File: config.mk
export PLATFORM = sky130hd
export DESIGN_NAME = video_rx_sync
export DESIGN_NICKNAME = d
export VERILOG_FILES = /design/src/rtl/video_rx_sync.sv
export SDC_FILE = /design/constraint.sdc
export NUM_CORES = 1
export LEC_CHECK = 0
export ABC_CLOCK_PERIOD_IN_PS = 5150
export CORE_AREA = 2 2 97 146
export CTS_CLUSTER_SIZE = 14
export DETAILED_ROUTE_END_ITERATION = 10
export DIE_AREA = 0 0 99 148
export HOLD_SLACK_MARGIN = 0.1
export SKIP_LAST_GASP = 1
export SYNTH_ARGS = -nofsm -noshare
export SYNTH_HDL_FRONTEND = slang
export SYNTH_SLANG_ARGS = --single-unit
File: constraint.sdc
create_clock -name pixel_clk -period 5.15 [get_ports pixel_clk]
set_input_delay 0.7725 -clock pixel_clk [delete_from_list [all_inputs] [get_ports pixel_clk]]
set_output_delay 0.7725 -clock pixel_clk [all_outputs]
set_load 0.05 [all_outputs]
File: src/rtl/video_rx_sync.sv
// ============================================================================
// Module   : video_rx_sync
// Purpose  : Sink-side video timing checker. Recovers pixel coordinates and
//            frame/line markers from HS/VS/BLANK/RGB and declares lock.
//            Optional checksum output: define VIDEO_RX_CHECKSUM_EN.
// Revision : 1.0  initial release
// ============================================================================
`timescale 1ns/1ps
`default_nettype none

module video_rx_sync #(
    parameter int HDISP       = 800,
    parameter int VDISP       = 480,
    parameter int LOCK_FRAMES = 2
) (
    input  logic                      pixel_clk,
    input  logic                      pixel_rst,
    input  logic                      vid_hs,
    input  logic                      vid_vs,
    input  logic                      vid_blank,
    input  logic [23:0]               vid_rgb,
    output logic                      pix_valid,
    output logic [$clog2(HDISP)-1:0]  pix_x,
    output logic [$clog2(VDISP)-1:0]  pix_y,
    output logic [23:0]               pix_rgb,
    output logic                      pix_sof,
    output logic                      pix_eol,
    output logic                      locked,
    output logic                      err_h,
    output logic                      err_v,
`ifdef VIDEO_RX_CHECKSUM_EN
    output logic [15:0]               frame_crc,
    output logic                      crc_valid,
`endif
    output logic [15:0]               frame_cnt
);

    localparam int c_XW  = $clog2(HDISP);
    localparam int c_YW  = $clog2(VDISP);
    localparam int c_HCW = $clog2(HDISP + 1);
    localparam int c_VCW = $clog2(VDISP + 1);
    localparam int c_GW  = $clog2(LOCK_FRAMES + 1);
    localparam logic [c_HCW-1:0] c_HMAX  = c_HCW'(HDISP);
    localparam logic [c_HCW-1:0] c_HLAST = c_HCW'(HDISP - 1);
    localparam logic [c_VCW-1:0] c_VMAX  = c_VCW'(VDISP);
    localparam logic [c_VCW-1:0] c_VLAST = c_VCW'(VDISP - 1);
    localparam logic [c_GW-1:0]  c_GLAST = c_GW'(LOCK_FRAMES - 1);

    typedef enum logic [1:0] {
        S_SEARCH = 2'd0,
        S_SYNC   = 2'd1,
        S_LOCKED = 2'd2
    } state_t;

    state_t            r_state, w_state_nxt;
    logic [c_GW-1:0]   r_good, w_good_nxt;

    logic              r_vs, r_vs_d, r_blank, r_blank_d;
    logic [23:0]       r_rgb;
    logic [c_HCW-1:0]  r_hcnt;
    logic              r_hovf;
    logic [c_VCW-1:0]  r_vcnt;
    logic              r_vovf;
    logic              r_herr_seen;

    logic              w_blank_rise, w_blank_fall, w_vs_fall;
    logic [c_HCW-1:0]  w_hidx, w_hidx_c;
    logic [c_VCW-1:0]  w_vcnt_c;
    logic              w_err_h, w_vcnt_bad, w_frame_bad, w_valid;

    // HS carries nothing the checker needs; line timing is taken from blank.
    logic              w_unused_hs;
    assign w_unused_hs = vid_hs;

    assign w_blank_rise = r_blank & ~r_blank_d;
    assign w_blank_fall = ~r_blank & r_blank_d;
    assign w_vs_fall    = ~r_vs & r_vs_d;

    assign w_hidx      = w_blank_rise ? '0 : r_hcnt;
    assign w_hidx_c    = (w_hidx > c_HLAST) ? c_HLAST : w_hidx;
    assign w_vcnt_c    = (r_vcnt > c_VLAST) ? c_VLAST : r_vcnt;
    assign w_err_h     = w_blank_fall & (r_hovf | (r_hcnt != c_HMAX));
    assign w_vcnt_bad  = r_vovf | (r_vcnt != c_VMAX);
    assign w_frame_bad = w_vcnt_bad | r_herr_seen | w_err_h;
    assign w_valid     = (r_state == S_LOCKED) & r_blank &
                         (w_hidx != c_HMAX) & (r_vcnt != c_VMAX);

    assign locked = (r_state == S_LOCKED);

    always_ff @(posedge pixel_clk or posedge pixel_rst) begin
        if (pixel_rst) begin
            r_vs        <= 1'b0;
            r_vs_d      <= 1'b0;
            r_blank     <= 1'b0;
            r_blank_d   <= 1'b0;
            r_rgb       <= '0;
            r_hcnt      <= '0;
            r_hovf      <= 1'b0;
            r_vcnt      <= '0;
            r_vovf      <= 1'b0;
            r_herr_seen <= 1'b0;
        end else begin
            r_vs      <= vid_vs;
            r_vs_d    <= r_vs;
            r_blank   <= vid_blank;
            r_blank_d <= r_blank;
            r_rgb     <= vid_rgb;
            // Saturate at HDISP; the overflow flag keeps long lines failing.
            if (r_blank) begin
                r_hovf <= (r_hovf & ~w_blank_rise) | (w_hidx == c_HMAX);
                if (w_hidx != c_HMAX)
                    r_hcnt <= w_hidx + 1'b1;
            end
            if (w_vs_fall) begin
                r_vcnt <= '0;
                r_vovf <= 1'b0;
            end else if (w_blank_fall && !w_err_h) begin
                if (r_vcnt == c_VMAX)
                    r_vovf <= 1'b1;
                else
                    r_vcnt <= r_vcnt + 1'b1;
            end
            if (w_vs_fall)
                r_herr_seen <= 1'b0;
            else if (w_err_h)
                r_herr_seen <= 1'b1;
        end
    end

    always_ff @(posedge pixel_clk or posedge pixel_rst) begin
        if (pixel_rst) begin
            r_state <= S_SEARCH;
            r_good  <= '0;
        end else begin
            r_state <= w_state_nxt;
            r_good  <= w_good_nxt;
        end
    end

    always_comb begin
        w_state_nxt = r_state;
        w_good_nxt  = r_good;
        case (r_state)
            S_SEARCH: begin
                if (w_vs_fall) begin
                    w_state_nxt = S_SYNC;
                    w_good_nxt  = '0;
                end
            end
            S_SYNC: begin
                if (w_vs_fall) begin
                    if (w_frame_bad) begin
                        w_good_nxt = '0;
                    end else if (r_good == c_GLAST) begin
                        w_state_nxt = S_LOCKED;
                        w_good_nxt  = '0;
                    end else begin
                        w_good_nxt = r_good + 1'b1;
                    end
                end
            end
            S_LOCKED: begin
                if (w_err_h || (w_vs_fall && w_frame_bad)) begin
                    w_state_nxt = S_SYNC;
                    w_good_nxt  = '0;
                end
            end
            default: begin
                w_state_nxt = S_SEARCH;
                w_good_nxt  = '0;
            end
        endcase
    end

    always_ff @(posedge pixel_clk or posedge pixel_rst) begin
        if (pixel_rst) begin
            pix_valid <= 1'b0;
            pix_x     <= '0;
            pix_y     <= '0;
            pix_rgb   <= '0;
            pix_sof   <= 1'b0;
            pix_eol   <= 1'b0;
            err_h     <= 1'b0;
            err_v     <= 1'b0;
            frame_cnt <= '0;
        end else begin
            pix_valid <= w_valid;
            pix_x     <= w_hidx_c[c_XW-1:0];
            pix_y     <= w_vcnt_c[c_YW-1:0];
            if (w_valid)
                pix_rgb <= r_rgb;
            pix_sof   <= w_valid & (w_hidx == '0) & (r_vcnt == '0);
            pix_eol   <= w_valid & (w_hidx == c_HLAST);
            err_h     <= w_err_h;
            err_v     <= w_vs_fall & (r_state != S_SEARCH) & w_vcnt_bad;
            if (w_vs_fall && (r_state == S_LOCKED) && !w_frame_bad)
                frame_cnt <= frame_cnt + 16'd1;
        end
    end

`ifdef VIDEO_RX_CHECKSUM_EN
    // CRC-16-CCITT, MSB first, bytes R then G then B.
    function automatic logic [15:0] f_crc24(input logic [15:0] crc, input logic [23:0] d);
        logic [15:0] c;
        c = crc;
        for (int i = 23; i >= 0; i--) begin
            if (c[15] ^ d[i])
                c = {c[14:0], 1'b0} ^ 16'h1021;
            else
                c = {c[14:0], 1'b0};
        end
        return c;
    endfunction

    logic [15:0] r_crc;
    logic [15:0] w_crc_run;

    assign w_crc_run = w_valid ? f_crc24(r_crc, r_rgb) : r_crc;

    always_ff @(posedge pixel_clk or posedge pixel_rst) begin
        if (pixel_rst) begin
            r_crc     <= 16'hFFFF;
            frame_crc <= '0;
            crc_valid <= 1'b0;
        end else begin
            crc_valid <= 1'b0;
            if (w_vs_fall) begin
                r_crc <= 16'hFFFF;
                if (r_state == S_LOCKED) begin
                    frame_crc <= w_crc_run;
                    crc_valid <= 1'b1;
                end
            end else begin
                r_crc <= w_crc_run;
            end
        end
    end
`else
    // Checksum disabled: no CRC state or ports.
`endif

endmodule

`default_nettype wire

==> summary.txt, run 1 <==
Place
  – Worst slack, placed: 2.12 ns
  – Placer Congestion: 0.784
  – Instance area at placement: 5690 um2
  – Post-DP HPWL: 6.70 mm
  – Number of I/O port buffers: 92

Route
  – Number of DRC violations after detailed-routing iteration 0: 164
  – Post-DR vias/cell: 4.84
  – First-pass iteration count of the detailed router: 4
  – Drc violations: 0
  – Routed Antenna Nets: 0
  – Count of vias placed by the detailed router: 3102
  – Routed len/inst: 15.1 um
  – Wire length reported by the detailed router: 9.69 mm

STA
  – Summed negative setup slack over all endpoints: 0 ns
  – Worst max-slew margin expressed relative to the limit: 29.0%
  – Final number of setup-violating endpoints: 0
  – Setup slack of the critical path after layout: 2.10 ns
  – Max Clock Skew: 0.00898 ns
  – Hold Fails Final Rpt: 0
  – Transition time at the pin with the least slew margin: 1.06 ns
  – Post-route fraction of the period consumed by the critical path: 59.2%
  – Final slew viol count: 0
  – Post-layout minimum cycle time: 3.05 ns
  – Peak clock frequency supported by timing: 0.328 GHz
  – Setup repair after global routing missed its margin: false

GRT
  – Initial antenna violation count: 0
  – Vias in the first global route: 3224
  – Overall overflow remaining after global route: 0
  – First-pass GRT wire length: 15.9 mm
  – Largest net degree at the start of global routing: 90
  – Total GRT Usage: 13.9%

Clock tree
  – Clock-pin transition on the worst setup and hold timing paths: 0.05 ns
  – Hold-fix buffers, CTS: 0
  – Number of buffers inserted to repair setup after CTS: 0
  – Post-cts repair resize count: 0
  – Max clock buf depth: 2
  – TritonCTS clock tree: yes
  – Number of buffers created by CTS: 17
  – Total clock sinks: 118
  – Number of H-tree levels: 4
  – Clk_lat worst skew: 0.40 ns
  – Clock root buffer: sky130_fd_sc_hd__clkbuf_16

Status
  – Result of the run: completed

Worst setup path
  – CP Max Fanout: 27
  – Data arrival time of the critical path: 3.33 ns
  – Critical Setup Path Class: register to register
  – Kind of start point of the critical path: register
  – Crit path capture type: register
  – Worst reg-to-reg path cell count: 6
  – Worst Path Required: 5.43 ns

Min path
  – Number of cells on the worst hold path: 0
  – Path type of the worst min-delay path: register to register

Cells and area
  – Fraction of layout instances using a drive strength above 1: 15.0%
  – Reg area: 2950 um2
  – Count of fill cells added during filler insertion: 1190
  – Final instance area: 6340 um2
  – Nets@finish: 500
  – Commonest non-fill, non-tap cell in the layout: sky130_fd_sc_hd__dfrtp_1
  – Footprint of the multi-input gates: 1570 um2
  – Commonest cells after routing, fill and taps aside: 118 x sky130_fd_sc_hd__dfrtp_1, 92 x sky130_fd_sc_hd__clkdlybuf4s50_1, 37 x sky130_fd_sc_hd__nand2_1
  – Area delta synth->final: 37.5%
  – Core Util, Final: 47.5%
  – Number of inserted diodes: 0

Logic synthesis
  – Cell area after synthesis: 4610 um2
  – Post-synthesis average cell area: 12.6 um2
  – Total number of yosys warnings: 0
  – Post-synthesis instance total: 366
  – Number of distinct library cells after synthesis: 45
  – Post-Syn Nets: 400
  – Seq cells post-synth: 118
  – Part of the Yosys area used for sequential elements: 64.0%

Floorplanning
  – Horizontal die dimension: 99 um
  – Core Region: 13300 um2
  – Starting density of the core: 34.6%
  – Die height: 148 um
  – Num ports: 94
  – Standard-cell rows: 52
  – Total Die Area: 14700 um2

Pwr
  – LEAKAGE: 2.91 nW
  – PD cells: 375 nW/um2
  – Largest vdd supply drop: 0.146 mV

Flow run
  – Max-Cap Viols: 0
-- worst paths after layout --
| path | startpoint | to | slack, ns |
|---|---|---|---|
| max in group asynchronous | pixel_rst | pix_y[5]$_DFF_PP0_ | 3.16 |
| hold / removal | r_vs$_DFF_PP0_ | r_vs_d$_DFF_PP0_ | 0.43 |
| hold reg to reg | r_vs$_DFF_PP0_ | r_vs_d$_DFF_PP0_ | 0.43 |
| setup reg to reg | r_blank_d$_DFF_PP0_ | pix_rgb[20]$_DFFE_PP0P_ | 2.10 |
| min in group asynchronous | pixel_rst | r_rgb[13]$_DFF_PP0_ | 0.97 |
| setup / recovery | r_blank_d$_DFF_PP0_ | pix_rgb[20]$_DFFE_PP0P_ | 2.10 |
-- kinds of logic (layout without fill, tap and decap cells) --
family | count (synthesis) | after routing | share of synthesized area [%]
and+or+nand+nor | 142 | 142 | 17.3
DFF | 118 | 118 | 64.0
AOI/OAI and AO/OA | 28 | 28 | 4.34
muxes | 26 | 26 | 6.35
xor gates and xnor gates | 25 | 25 | 4.75
buffers and inverters | 22 | 135 | 1.90
adders and majority gates | 5 | 5 | 1.36
-- cell type report --
cell class / count / area share, %
clock buffers: 19 / 6.99
clock inverters: 13 / 3.22
inverters: 10 / 0.631
multi-input cells: 226 / 24.8
flip-flops and latches: 118 / 46.6
well taps: 162 / 3.20
repair buffers: 93 / 14.6
-- flip-flops by register name, summed over array words and instances, names as in the netlist, 2 cells and up --
register   cells
r_vcnt         9
r_hcnt        10
pix_y          9
r_good         2
pix_x         10
frame_cnt     16
r_state        2
r_rgb         24
pix_rgb       24
-- cell usage after synthesis, drive strengths merged --
cell type    n  share of area (%)
a211o        1               0.19
a21oi        4               0.43
a22oi        1               0.16
a311oi       1               0.33
a31o         1               0.19
a31oi        4               0.87
a41oi        1               0.19
and2         6               0.81
and3         9                1.2
and4         2               0.38
and4bb       2               0.54
buf          4               0.43
clkbuf       8               0.65
dfrtp      118                 64
ha           5                1.4
inv         10               0.81
mux2        26                6.4
nand2       37                3.0
nand2b       7               0.95
nand3       21                2.4
nand3b       1               0.16
nand4       10                1.5
nor2        23                1.9
nor2b        6               0.81
nor3         5               0.65
nor3b        1               0.16
nor4         3               0.41
nor4b        3                1.4
nor4bb       1               0.22
o211ai       1               0.16
o21ai       10                1.1
o221a        1               0.24
o31ai        3               0.49
or2          1               0.14
or3          2               0.27
or4          2               0.41
xnor2       15                2.8
xor2        10                1.9
-- critical path, stage by stage, from the launching register on --
cell and delay [ns]:
sky130_fd_sc_hd__dfrtp_1 0.45, sky130_fd_sc_hd__nand2b_1 0.49, sky130_fd_sc_hd__nand2_1 0.19, sky130_fd_sc_hd__ha_1 0.31, sky130_fd_sc_hd__a31oi_4 0.32, sky130_fd_sc_hd__nand3_2 0.63
sky130_fd_sc_hd__mux2_2 0.52
-- routing by layer --
layer  part of all wire, %  GRT usage (%)  vias up
met1                    40           15.7     1558
met5                     0              0        -
met4                   1.6           6.58        0
li1                      -              -     1460
met3                   4.1           3.74       11
met2                    54           24.2       73
-- per-stage QoR --
step	instances	hold WS, ns	total power, W
after floorplan	366	0.387	0.00106
after global placement	609	0.425	0.00112
after detailed placement	609	0.416	0.00112
after CTS	641	0.436	0.00241
after global routing	641	0.460	0.00247
final	641	0.435	0.00238
-- where the power goes --
group	switching [W]	leakage [nW]	internal, W
clock	0.000402	0.305	0.000868
combinational	0.0000802	1.03	0.0000482
sequential	0.0000210	1.57	0.000955
(Power assumes the default switching activity.)
==> inputs of run 2 (changes only) <==
--- a/config.mk
+++ b/config.mk
@@ -5,7 +5,7 @@
 export SDC_FILE = /design/constraint.sdc
 export NUM_CORES = 1
 export LEC_CHECK = 0
-export ABC_CLOCK_PERIOD_IN_PS = 5150
+export ABC_CLOCK_PERIOD_IN_PS = 2930
 export CORE_AREA = 2 2 97 146
 export CTS_CLUSTER_SIZE = 14
 export DETAILED_ROUTE_END_ITERATION = 10
==> constraint.sdc (replaced) <==
create_clock -name pixel_clk -period 2.93 [get_ports pixel_clk]
set_input_delay 0.4395 -clock pixel_clk [delete_from_list [all_inputs] [get_ports pixel_clk]]
set_output_delay 0.4395 -clock pixel_clk [all_outputs]
set_load 0.05 [all_outputs]
==> summary.txt, run 2 (same netlist as run 1, synthesis figures left out) <==
Floorplanning
  – Total Die Area: 14700 um2
  – Horizontal die dimension: 99 um
  – Num ports: 94
  – Standard-cell rows: 52
  – Core Region: 13300 um2
  – Die height: 148 um
  – Starting density of the core: 34.6%

Worst setup path
  – Worst Path Required: 2.49 ns
  – Worst path cell trace: nor2b_1, clkdlybuf4s50_1
  – Kind of start point of the critical path: register
  – Crit path capture type: output pin
  – Cell type of the slowest stage on the worst timing path: sky130_fd_sc_hd__clkdlybuf4s50_1
  – CP Max Fanout: 8
  – Data arrival time of the critical path: 2.07 ns
  – Critical Setup Path Class: register to output pin
  – Largest incremental delay on the critical path: 0.88 ns

STA
  – Max Clock Skew: 0.0116 ns
  – Post-route fraction of the period consumed by the critical path: 85.7%
  – Hold Fails Final Rpt: 0
  – Transition time at the pin with the least slew margin: 0.815 ns
  – Worst max-slew margin expressed relative to the limit: 45.6%
  – Final slew viol count: 0
  – Setup repair after global routing missed its margin: false
  – Summed negative setup slack over all endpoints: 0 ns
  – Post-layout minimum cycle time: 2.51 ns
  – Final number of setup-violating endpoints: 0
  – Peak clock frequency supported by timing: 0.398 GHz

Pwr
  – Gate power share: 6.0%
  – PD cells: 609 nW/um2
  – LEAKAGE: 2.88 nW
  – Sequential group share of total power: 44.7%
  – Largest vdd supply drop: 0.304 mV
  – Clock network fraction of design power: 49.3%
  – Internal: 0.00295 W
  – Switching portion of total power: 23.1%
  – Net Switching: 0.000887 W
  – Final total power: 0.00384 W

Place
  – Post-DP HPWL: 6.68 mm
  – Placer Congestion: 0.819
  – Number of I/O port buffers: 92

Cells and area
  – Nets@finish: 503
  – Area delta synth->final: 36.6%
  – Commonest cells after routing, fill and taps aside: 118 x sky130_fd_sc_hd__dfrtp_1, 92 x sky130_fd_sc_hd__clkdlybuf4s50_1, 37 x sky130_fd_sc_hd__nand2_1
  – Fraction of layout instances using a drive strength above 1: 15.4%
  – Number of inserted diodes: 0
  – Commonest non-fill, non-tap cell in the layout: sky130_fd_sc_hd__dfrtp_1
  – Core Util, Final: 47.2%
  – Biggest regs: pix_rgb (24), r_rgb (24), frame_cnt (16)

Route
  – Number of DRC violations after detailed-routing iteration 0: 174
  – Wire length reported by the detailed router: 9.60 mm
  – Count of vias placed by the detailed router: 3108
  – Post-DR vias/cell: 4.83
  – Routed Antenna Nets: 0
  – First-pass iteration count of the detailed router: 4
  – Drc violations: 0
  – Routed len/inst: 14.9 um

Clock tree
  – Max clock buf depth: 2
  – Number of H-tree levels: 4
  – Number of buffers inserted to repair setup after CTS: 0
  – Post-cts repair resize count: 0
  – Total clock sinks: 118
  – Clk_lat worst skew: 0.40 ns
  – Hold-fix buffers, CTS: 0
  – Clock-pin transition on the worst setup and hold timing paths: 0.05 ns
  – Clock root buffer: sky130_fd_sc_hd__clkbuf_16
  – Number of buffers created by CTS: 17
  – TritonCTS clock tree: yes

Flow run
  – Max-Cap Viols: 0

Min path
  – Path type of the worst min-delay path: register to register

GRT
  – Total GRT Usage: 14.0%
  – Initial antenna violation count: 0
  – First-pass GRT wire length: 16.2 mm
  – Largest net degree at the start of global routing: 119
  – Overall overflow remaining after global route: 0
  – Vias in the first global route: 3199

Status
  – Result of the run: completed
==> run 2: cell types whose count changed in the layout (fill, tap and decap cells not counted) <==
| cell | delta |
|---|---|
| sky130_fd_sc_hd__buf_12 | +2 |
| sky130_fd_sc_hd__bufinv_16 | -4 |
| sky130_fd_sc_hd__inv_4 | -1 |
| sky130_fd_sc_hd__clkinvlp_4 | +1 |
| sky130_fd_sc_hd__clkinv_4 | +2 |
| sky130_fd_sc_hd__clkbuf_1 | +1 |
| sky130_fd_sc_hd__buf_4 | +1 |
| sky130_fd_sc_hd__clkinv_2 | +1 |
==> run 2: cell type report <==
cell class	instances	area, um2
Inverter	10	41.3
Clock inverter	12	106
Timing Repair Buffer	96	976
Sequential cell	118	2950
Fill cell	1205	7040
Clock buffer	20	447
Multi-Input combinational cell	226	1570
Tap cell	162	203
==> run 2: path summary, 6_finish.rpt <==
kind                                   startpoint                      to  slack, ns  cells past startpoint
min reg2reg                        r_vs$_DFF_PP0_        r_vs_d$_DFF_PP0_       0.43                      0
min                                r_vs$_DFF_PP0_        r_vs_d$_DFF_PP0_       0.43                      0
max                        r_state[1]$_DFFE_PP0P_                  locked       0.42                      2
min in group asynchronous               pixel_rst     r_rgb[18]$_DFF_PP0_       0.55                      3
max in group asynchronous               pixel_rst   r_hcnt[6]$_DFFE_PP0P_       1.88                      3
max reg2reg                   r_blank_d$_DFF_PP0_  pix_rgb[0]$_DFFE_PP0P_       0.44                      7
==> run 2: layer usage <==
| metal | global-route usage [%] | up-vias | routed length, um |
|---|---|---|---|
| li1 | - | 1475 | - |
| met1 | 16.1 | 1561 | 3950 |
| met2 | 24.2 | 60 | 5150 |
| met3 | 3.92 | 12 | 336 |
| met4 | 5.96 | 0 | 159 |
| met5 | 0 | - | 0 |
==> run 2: critical path, delay by kind of cell, from the launching register on <==
family | cells | cell delay, ns
and+or+nand+nor | 1 | 0.35
buffers and inverters | 1 | 0.88
DFF | 1 | 0.45
==> run 2: stage by stage <==
step	instances	hold slack, ns	setup slack [ns]	area [um2]
global placement	612	0.423	0.467	5740
detailed placement	612	0.415	0.416	5740
finish	644	0.431	0.418	6300
CTS	644	0.434	0.356	6300
floorplan	366	0.387	0.432	4610
global route	644	0.456	0.234	6300
==> run 2: power groups by stage <==
stage               Combinational [W]  Clock (W)  Sequential [W]
floorplan                   0.0000912          0         0.00178
global placement             0.000230          0         0.00174
detailed placement           0.000233          0         0.00174
CTS                          0.000235    0.00195         0.00171
global route                 0.000254    0.00202         0.00172
finish                       0.000229    0.00189         0.00172
==> inputs of run 3 (changes only) <==
--- a/config.mk
+++ b/config.mk
@@ -5,7 +5,7 @@
 export SDC_FILE = /design/constraint.sdc
 export NUM_CORES = 1
 export LEC_CHECK = 0
-export ABC_CLOCK_PERIOD_IN_PS = 2930
+export ABC_CLOCK_PERIOD_IN_PS = 2250
 export CORE_AREA = 2 2 97 146
 export CTS_CLUSTER_SIZE = 14
 export DETAILED_ROUTE_END_ITERATION = 10
==> constraint.sdc (replaced) <==
create_clock -name pixel_clk -period 2.25 [get_ports pixel_clk]
set_input_delay 0.3375 -clock pixel_clk [delete_from_list [all_inputs] [get_ports pixel_clk]]
set_output_delay 0.3375 -clock pixel_clk [all_outputs]
set_load 0.05 [all_outputs]
==> summary.txt, run 3 (same netlist as run 1, synthesis figures left out) <==
Clock tree
  – Clk_lat worst skew: 0.40 ns
  – TritonCTS clock tree: yes
  – Number of buffers created by CTS: 17
  – Total clock sinks: 118
  – Number of H-tree levels: 4
  – Clock-pin transition on the worst setup and hold timing paths: 0.06 ns
  – Max clock buf depth: 2
  – Hold-fix buffers, CTS: 0
  – Number of buffers inserted to repair setup after CTS: 0
  – Post-cts repair resize count: 0
  – Clock root buffer: sky130_fd_sc_hd__clkbuf_16

Place
  – Post-DP HPWL: 6.94 mm
  – Placer Congestion: 0.819
  – Instance area at placement: 5900 um2
  – Worst slack, placed: 0.119 ns
  – Number of I/O port buffers: 92

STA
  – Post-route fraction of the period consumed by the critical path: 93.6%
  – Max Clock Skew: 0.0128 ns
  – Peak clock frequency supported by timing: 0.475 GHz
  – Setup repair after global routing missed its margin: false
  – Final slew viol count: 0
  – Post-layout minimum cycle time: 2.11 ns
  – Setup slack of the critical path after layout: 0.145 ns
  – Summed negative setup slack over all endpoints: 0 ns
  – Hold Fails Final Rpt: 0
  – Transition time at the pin with the least slew margin: 0.562 ns
  – Worst max-slew margin expressed relative to the limit: 62.1%
  – Final number of setup-violating endpoints: 0

Cells and area
  – Fraction of layout instances using a drive strength above 1: 18.8%
  – Commonest cells after routing, fill and taps aside: 118 x sky130_fd_sc_hd__dfrtp_1, 91 x sky130_fd_sc_hd__clkdlybuf4s50_1, 37 x sky130_fd_sc_hd__nand2_1
  – Count of fill cells added during filler insertion: 1205
  – Nets@finish: 521
  – Commonest non-fill, non-tap cell in the layout: sky130_fd_sc_hd__dfrtp_1
  – Area delta synth->final: 41.2%
  – Number of inserted diodes: 0
  – Biggest regs: pix_rgb (24), r_rgb (24), frame_cnt (16)
  – Final instance area: 6510 um2

Worst setup path
  – Setup slack of the most critical reg-to-reg path: 0.14 ns
  – R2r startpoint: r_hcnt[6]$_DFFE_PP0P_
  – Critical Setup Path Class: register to register
  – Worst reg-to-reg path cell count: 5
  – Crit path capture type: register
  – Kind of start point of the critical path: register
  – CP Max Fanout: 7
  – Worst Path Required: 2.57 ns
  – Data arrival time of the critical path: 2.42 ns
  – End of the worst register-to-register path: frame_cnt[13]$_DFFE_PP0P_

Pwr
  – Gate power share: 6.2%
  – Largest vdd supply drop: 0.379 mV
  – Internal: 0.00413 W
  – Sequential group share of total power: 42.5%
  – Clock network fraction of design power: 51.4%
  – Net Switching: 0.00112 W
  – PD cells: 806 nW/um2
  – LEAKAGE: 3.03 nW
  – Switching portion of total power: 21.3%

Floorplanning
  – Starting density of the core: 34.6%
  – Num ports: 94
  – Core Region: 13300 um2
  – Die height: 148 um
  – Horizontal die dimension: 99 um
  – Standard-cell rows: 52
  – Total Die Area: 14700 um2

Route
  – Routed len/inst: 14.6 um
  – Number of DRC violations after detailed-routing iteration 0: 129
  – Routed Antenna Nets: 0
  – Wire length reported by the detailed router: 9.67 mm
  – Count of vias placed by the detailed router: 3196
  – Post-DR vias/cell: 4.84
  – Drc violations: 0
  – First-pass iteration count of the detailed router: 4

GRT
  – First-pass GRT wire length: 16.5 mm
  – Vias in the first global route: 3383
  – Initial antenna violation count: 0
  – Overall overflow remaining after global route: 0
  – Total GRT Usage: 14.2%
  – Largest net degree at the start of global routing: 65

Flow run
  – Max-Cap Viols: 0

Status
  – Result of the run: completed

Min path
  – Path type of the worst min-delay path: primary input to async pin
==> run 3: cell count changes in the layout (fill, tap and decap cells not counted), sizes merged <==
cell           previous run  this run
buf                       4        23
bufinv                    1         3
clkbuf                   20        22
clkdlybuf4s50            92        91
clkinv                    7         4
clkinvlp                  5         3
==> run 3: power groups by stage <==
stage / clock (W) / combinational [W] / sequential [W]
5_1_grt: 0.00286 / 0.000357 / 0.00223
6_report: 0.00270 / 0.000324 / 0.00223
2_1_floorplan: 0 / 0.000121 / 0.00232
3_5_place_dp: 0 / 0.000329 / 0.00226
3_3_place_gp: 0 / 0.000325 / 0.00226
4_1_cts: 0.00277 / 0.000331 / 0.00223
==> run 3: worst max-delay path by stage <==
| stage | from | to | slack (ns) | cells after the start |
|---|---|---|---|---|
| 2_1_floorplan | r_blank_d$_DFF_PP0_ | pix_rgb[0]$_DFFE_PP0P_ | 0.05 | 9 |
| 3_3_place_gp | r_vcnt[0]$_DFFE_PP0P_ | frame_cnt[13]$_DFFE_PP0P_ | 0.18 | 7 |
| 3_5_place_dp | r_vcnt[0]$_DFFE_PP0P_ | frame_cnt[13]$_DFFE_PP0P_ | 0.12 | 7 |
| 4_1_cts | r_vcnt[0]$_DFFE_PP0P_ | frame_cnt[13]$_DFFE_PP0P_ | 0.1 | 7 |
| 5_1_grt | r_vcnt[0]$_DFFE_PP0P_ | frame_cnt[6]$_DFFE_PP0P_ | 0.008 | 9 |
| 6_report | r_hcnt[6]$_DFFE_PP0P_ | frame_cnt[13]$_DFFE_PP0P_ | 0.14 | 5 |
==> run 3: layout make-up <==
cell class | count | area, um2 | area share (%)
multi-input combinational | 226 | 1590 | 24.5
timing repair buffer | 114 | 1120 | 17.2
inverter | 10 | 41.3 | 0.634
sequential | 118 | 2950 | 45.4
clock buffer | 22 | 474 | 7.28
tap | 162 | 203 | 3.11
clock inverter | 9 | 125 | 1.92
==> run 3: worst max-delay path, stage by stage, from the launching register on <==
cell,delay [ns]
sky130_fd_sc_hd__dfrtp_1,0.44
sky130_fd_sc_hd__and4bb_1,0.39
sky130_fd_sc_hd__a311oi_2,0.20
sky130_fd_sc_hd__or4_4,0.63
sky130_fd_sc_hd__nor3_4,0.21
sky130_fd_sc_hd__xor2_1,0.15
==> run 3: per-stage QoR <==
step,hold WS (ns),util (%),instances,total power (W)
detailed placement,0.429,44.2,630,0.00259
global placement,0.428,44.2,630,0.00259
global route,0.248,48.8,661,0.00545
finish,0.243,48.8,661,0.00525
floorplan,0.369,-,366,0.00244
CTS,0.233,48.7,661,0.00532
==> run 3: routing by layer <==
metal,GRT usage (%),up-vias,part of all wire (%)
met4,5.62,0,1.9
met5,0,-,0
met1,16.5,1608,39
li1,-,1504,-
met2,24.8,70,55
met3,3.74,14,3.9
